==> src/rtl/mc_ctrl_pkg.sv <==
// Shared definitions for the multi-cycle MIPS-subset control unit: state codes,
// opcodes and the mux/ALU encodings the datapath decodes.
package mc_ctrl_pkg;

    typedef enum logic [2:0] {
        ST_FETCH   = 3'd0,
        ST_DECODE  = 3'd1,
        ST_EXEC_R  = 3'd2,
        ST_WB_R    = 3'd3,
        ST_BRANCH  = 3'd4,
        ST_JUMP    = 3'd5,
        ST_ILLEGAL = 3'd6
    } state_t;

    localparam logic [5:0] OP_RTYPE = 6'h00;
    localparam logic [5:0] OP_BEQ   = 6'h04;
    localparam logic [5:0] OP_J     = 6'h02;

    localparam logic [1:0] PC_SRC_SEQ    = 2'b00;
    localparam logic [1:0] PC_SRC_BRANCH = 2'b01;
    localparam logic [1:0] PC_SRC_JUMP   = 2'b10;

    localparam logic       ALU_A_PC  = 1'b0;
    localparam logic       ALU_A_REG = 1'b1;

    localparam logic [1:0] ALU_B_REG  = 2'b00;
    localparam logic [1:0] ALU_B_FOUR = 2'b01;
    localparam logic [1:0] ALU_B_IMM  = 2'b11;

    localparam logic [1:0] ALU_OP_ADD   = 2'b00;
    localparam logic [1:0] ALU_OP_SUB   = 2'b01;
    localparam logic [1:0] ALU_OP_FUNCT = 2'b10;

    typedef struct packed {
        logic       im_req;
        logic       ir_write;
        logic       pc_en;
        logic [1:0] pc_src;
        logic       alu_src_a;
        logic [1:0] alu_src_b;
        logic [1:0] alu_op;
        logic       reg_write;
    } ctrl_t;

    // Opcodes outside the supported subset all funnel into ST_ILLEGAL.
    function automatic state_t decode_opcode(input logic [5:0] opcode);
        state_t nxt;
        case (opcode)
            OP_RTYPE: nxt = ST_EXEC_R;
            OP_BEQ:   nxt = ST_BRANCH;
            OP_J:     nxt = ST_JUMP;
            default:  nxt = ST_ILLEGAL;
        endcase
        return nxt;
    endfunction

endpackage

==> src/rtl/mc_ctrl_decode.sv <==
// Combinational state -> control-word decode. Only FETCH looks at im_ready and
// only BRANCH looks at zero; reset masks every write enable and the fetch request.
module mc_ctrl_decode
    import mc_ctrl_pkg::*;
(
    input  state_t state,
    input  logic   reset,
    input  logic   im_ready,
    input  logic   zero,
    output ctrl_t  ctrl
);

    always_comb begin
        ctrl = '0;
        if (reset) begin
            ctrl.pc_src    = PC_SRC_SEQ;
            ctrl.alu_src_a = ALU_A_PC;
            ctrl.alu_src_b = ALU_B_FOUR;
            ctrl.alu_op    = ALU_OP_ADD;
        end else begin
            case (state)
                ST_FETCH: begin
                    ctrl.im_req    = 1'b1;
                    ctrl.alu_src_a = ALU_A_PC;
                    ctrl.alu_src_b = ALU_B_FOUR;
                    ctrl.alu_op    = ALU_OP_ADD;
                    ctrl.pc_src    = PC_SRC_SEQ;
                    ctrl.ir_write  = im_ready;
                    ctrl.pc_en     = im_ready;
                end
                // ALU precomputes the branch target into ALUOut while the opcode settles.
                ST_DECODE: begin
                    ctrl.alu_src_a = ALU_A_PC;
                    ctrl.alu_src_b = ALU_B_IMM;
                    ctrl.alu_op    = ALU_OP_ADD;
                end
                ST_EXEC_R: begin
                    ctrl.alu_src_a = ALU_A_REG;
                    ctrl.alu_src_b = ALU_B_REG;
                    ctrl.alu_op    = ALU_OP_FUNCT;
                end
                ST_WB_R: begin
                    ctrl.reg_write = 1'b1;
                end
                ST_BRANCH: begin
                    ctrl.alu_src_a = ALU_A_REG;
                    ctrl.alu_src_b = ALU_B_REG;
                    ctrl.alu_op    = ALU_OP_SUB;
                    ctrl.pc_src    = PC_SRC_BRANCH;
                    ctrl.pc_en     = zero;
                end
                ST_JUMP: begin
                    ctrl.pc_src = PC_SRC_JUMP;
                    ctrl.pc_en  = 1'b1;
                end
                default: begin
                    ctrl = '0;
                end
            endcase
        end
    end

endmodule

==> src/rtl/mc_control_fsm.sv <==
// Multi-cycle control unit: owns the state register, sticky illegal flag and
// retired-instruction counter; control outputs come from mc_ctrl_decode.
module mc_control_fsm
    import mc_ctrl_pkg::*;
#(
    parameter int CNT_W = 16
) (
    input  logic             clk,
    input  logic             reset,
    input  logic [5:0]       opcode,
    input  logic             zero,
    input  logic             im_ready,
    output logic             im_req,
    output logic             ir_write,
    output logic             pc_en,
    output logic [1:0]       pc_src,
    output logic             alu_src_a,
    output logic [1:0]       alu_src_b,
    output logic [1:0]       alu_op,
    output logic             reg_write,
    output logic             illegal,
    output logic [2:0]       state,
    output logic [CNT_W-1:0] retired
);

    state_t cur_state;
    ctrl_t  ctrl;

    // Instructions retire on the edge that leaves their last state; illegal
    // latches on the decode edge so it is already high while in ST_ILLEGAL.
    always_ff @(posedge clk) begin
        if (reset) begin
            cur_state <= ST_FETCH;
            illegal   <= 1'b0;
            retired   <= '0;
        end else begin
            case (cur_state)
                ST_FETCH: begin
                    if (im_ready) begin
                        cur_state <= ST_DECODE;
                    end
                end
                ST_DECODE: begin
                    cur_state <= decode_opcode(opcode);
                    if (decode_opcode(opcode) == ST_ILLEGAL) begin
                        illegal <= 1'b1;
                    end
                end
                ST_EXEC_R: begin
                    cur_state <= ST_WB_R;
                end
                ST_WB_R, ST_BRANCH, ST_JUMP: begin
                    cur_state <= ST_FETCH;
                    retired   <= retired + CNT_W'(1);
                end
                ST_ILLEGAL: begin
                    cur_state <= ST_FETCH;
                end
                default: begin
                    cur_state <= ST_FETCH;
                end
            endcase
        end
    end

    mc_ctrl_decode u_decode (
        .state    (cur_state),
        .reset    (reset),
        .im_ready (im_ready),
        .zero     (zero),
        .ctrl     (ctrl)
    );

    assign im_req    = ctrl.im_req;
    assign ir_write  = ctrl.ir_write;
    assign pc_en     = ctrl.pc_en;
    assign pc_src    = ctrl.pc_src;
    assign alu_src_a = ctrl.alu_src_a;
    assign alu_src_b = ctrl.alu_src_b;
    assign alu_op    = ctrl.alu_op;
    assign reg_write = ctrl.reg_write;
    assign state     = cur_state;

endmodule

==> config.mk <==
export PLATFORM = sky130hd
export DESIGN_NAME = mc_control_fsm
export DESIGN_NICKNAME = d
export VERILOG_FILES = /design/src/rtl/mc_ctrl_pkg.sv /design/src/rtl/mc_ctrl_decode.sv /design/src/rtl/mc_control_fsm.sv
export SDC_FILE = /design/constraint.sdc
export NUM_CORES = 1
export LEC_CHECK = 0
export CORE_UTILIZATION = 39
export CTS_CLUSTER_DIAMETER = 60
export DETAILED_ROUTE_END_ITERATION = 12
export PLACE_DENSITY = 0.77
export SLEW_MARGIN = 25
export SYNTH_ARGS = -nofsm -noshare
export SYNTH_HDL_FRONTEND = slang
export SYNTH_SLANG_ARGS = --single-unit
==> constraint.sdc <==
create_clock -name clk -period 1.35 [get_ports clk]
set_input_delay 0.135 -clock clk [delete_from_list [all_inputs] [get_ports clk]]
set_output_delay 0.135 -clock clk [all_outputs]
set_load 0.01 [all_outputs]
==> flow_summary.yaml, run 1 <==
logic_synthesis:
  yosysWarnings: 0
  synth_edf_count: 0
  synth-main-ff-cell: "dfxtp_1"
  ys_ff_latch: 20
  netlist_instances: 126
  synth_common_cells: "dfxtp_1, nor2_1, a21oi_1, xor2_1"
  syn_area_per_cell_sq_um: 8.49
  synth_top_area_share_pct: 37.4
  synth.most_common_cell: "dfxtp_1"
  ys_seq_area_share_pct: 37.4
  ys_async_sr_fraction_pct: 0
  synthTopCellsByArea: "dfxtp_1, xor2_1, nor2_1, a21oi_1, o2111ai_4"
  ys_types: 40
  syn-num-nets: 137
  yosysTopAreaCell: "dfxtp_1"
  syn_area_sq_um: 1070
routing:
  wire_per_inst_um: 14.6
  met3_length_um: 149
  first_pass_iters: 4
  top_layer_used: "met4"
  vias_per_cell: 5.32
  drt-met1-wl_mm: 1.41
  vias: 1223
  route.met2.wl_mm: 1.75
  drt-initial-drc-count: 21
  ant_nets: 0
  wl_mm: 3.36
  drc: 0
floorplan:
  rows: 18
  core_area_sq_um: 2540
  die_area_sq_um: 2960
  pin_count: 41
  start_util_pct: 42.0
  fp.dieW_um: 54.4
  fp.dieH_um: 54.4
outcome:
  violations: "negative setup slack"
  status: "finished, violations left"
clocking:
  clkTransAtPathRegs_ns: 0.11
  h-tree-depth: 1
  cts_inserted_buffers: 3
  clockRootBuffer: "clkbuf_4"
  worstSkewPairLatency_ns: 0.30
  clock-sinks: 20
  cts_tree: "done"
  clock_path_buffers: 2
timing:
  finalCritPeriodShare_pct: 116
  relSlewSlack_pct: 74.6
  fmax_mhz: 638
  holdWs_ns: 0.308
  finalSetupViolations: 18
  maxSlewViolCount: 0
  final-hold-violation-count: 0
  fin_tns_setup_ns: -2.04
  period_needed_ns: 1.57
  fin_worst_skew_ns: 0.0101
  worst_slack_ns: -0.217
  rsz0062_at_grt: "true"
  worst_slew_pin_slew_ns: 0.377
setup_path:
  path_class: "reg -> reg"
  cp_max_fo: 5
  setup.worst_path.start_class: "flop"
  rr_worst_depth: 5
  r2r_slack_ns: -0.22
  r2r_start: "state[1]"
  r2r_end: "retired[13]"
  end_kind: "flop"
  cp.required_ns: 1.55
  worstSetupStartpoint: "state[1]"
  arrival_ns: 1.76
power_and_ir_drop:
  ir_drop_mv: 0.634
  power_leakage_nw: 0.912
  p_per_area_nw_per_um2: 703
final_layout:
  diodes: 0
  fin_util_pct: 76.1
  stdcell_count: 230
  drive_gt1_share_pct: 46.0
  nNetsFinal: 212
  syn_to_final_growth_pct: 81.1
global_route:
  grt_overflow: 0
  grt_max_degree: 12
  track_usage_pct: 23.3
  grt_antenna_before_repair: 0
  grt_pass1_wl_mm: 5.00
  grt_pass1_vias: 1128
placed_design:
  gp_congestion: 0.793
  dp_cells: 218
  dp_slack_ns: -0.441
  dpl.hpwl_mm: 2.23
  port_buffers: 40
job:
  drv_cap: 0
worst_hold_path:
  hp-start: "opcode[4]"
  hold_end: "state[2]"
  hp-class: "in -> reg"
  min_path_cells: 3
-- cell families (layout without fill, tap and decap cells) --
| kind of cell | count (synthesis) | count (layout) | share of synthesized area, % |
|---|---|---|---|
| simple gates | 52 | 52 | 26.6 |
| buf+inv | 13 | 87 | 5.38 |
| xor+xnor | 10 | 10 | 8.19 |
| flops | 20 | 20 | 37.4 |
| fa+ha+maj | 1 | 1 | 1.17 |
| mux | 2 | 2 | 1.99 |
| compound gates | 28 | 28 | 19.3 |
-- worst max path at each step --
stage	end	slack [ns]	cells past startpoint
final	retired[13]	-0.22	5
after global routing	retired[13]	-0.25	5
after CTS	ir_write	-0.16	3
after detailed placement	state[0]	-0.44	4
after global placement	alu_src_b[1]	-0.40	4
after floorplan	retired[12]	-0.08	5
-- through the flow --
stage	total power, mW	instance area (sq um)
floorplan	0.796	1120
global placement	0.999	1760
finish	1.36	1940
CTS	1.30	1810
detailed placement	1.01	1760
global route	1.44	1940
-- layer usage --
layer / GRT usage, % / vias up
met4: 5.13 / 0
li1: - / 605
met1: 28.1 / 568
met5: 0 / -
met3: 2.50 / 5
met2: 43.5 / 45
-- report_power, final --
part	internal, mW	leakage, nW	switching, mW	total, mW
clock	0.115	0.0150	0.179	0.294
combinational	0.229	0.730	0.194	0.423
sequential	0.613	0.168	0.0320	0.645
total	0.956	0.912	0.405	1.36
-- critical path, cell delays in order (launching register included) --
cell and delay [ns]:
dfxtp_4 0.42, and3b_2 0.25, buf_4 0.14, o2111ai_4 0.15, nor3_2 0.19, mux2_4 0.31
-- registers in the layout, summed over array words and instances, names as in the netlist --
signal / count
retired: 16
illegal: 1
state: 3
-- layout by cell type (no fill, tap or decap), types with 3 or more instances in the layout --
master           count
buf_4               32
dlygate4sd2_1       19
nor2_1              14
buf_2               12
dfxtp_1              9
xor2_1               8
dfxtp_2              8
buf_6                6
nand2_1              5
a21oi_1              5
clkdlybuf4s50_1      5
a21oi_2              4
nor3_1               3
inv_1                3
clkbuf_4             3
dlymetal6s2s_1       3
dfxtp_4              3
-- cell type report --
type,count,area (sq um)
clock buffer,4,26.3
timing repair buffer,79,652
sequential,20,422
tap,30,37.5
multi-input combinational,93,782
fill,190,608
inverter,4,17.5
-- what timing repair did --
item | 4_1_cts | 5_1_grt
pin swaps | 5 | 10
endpoints found under the setup margin | 42 | 30
setup buffers | 1 | 8
resized for setup | 88 | 27
hold buffers | 0 | 0
(Power assumes the default switching activity.)
==> inputs of run 2 (changes only) <==
--- a/config.mk
+++ b/config.mk
@@ -5,6 +5,7 @@
 export SDC_FILE = /design/constraint.sdc
 export NUM_CORES = 1
 export LEC_CHECK = 0
+export CAP_MARGIN = 15
 export CORE_UTILIZATION = 39
 export CTS_CLUSTER_DIAMETER = 60
 export DETAILED_ROUTE_END_ITERATION = 12
==> results of run 2 <==
No change in the layout: final DEF, timing and power equal those of run 1.
==> inputs of run 3 (changes only) <==
--- a/config.mk
+++ b/config.mk
@@ -7,7 +7,6 @@
 export LEC_CHECK = 0
 export CAP_MARGIN = 15
 export CORE_UTILIZATION = 39
-export CTS_CLUSTER_DIAMETER = 60
 export DETAILED_ROUTE_END_ITERATION = 12
 export PLACE_DENSITY = 0.77
 export SLEW_MARGIN = 25
==> results of run 3 <==
No change in the layout: final DEF, timing and power equal those of run 1.
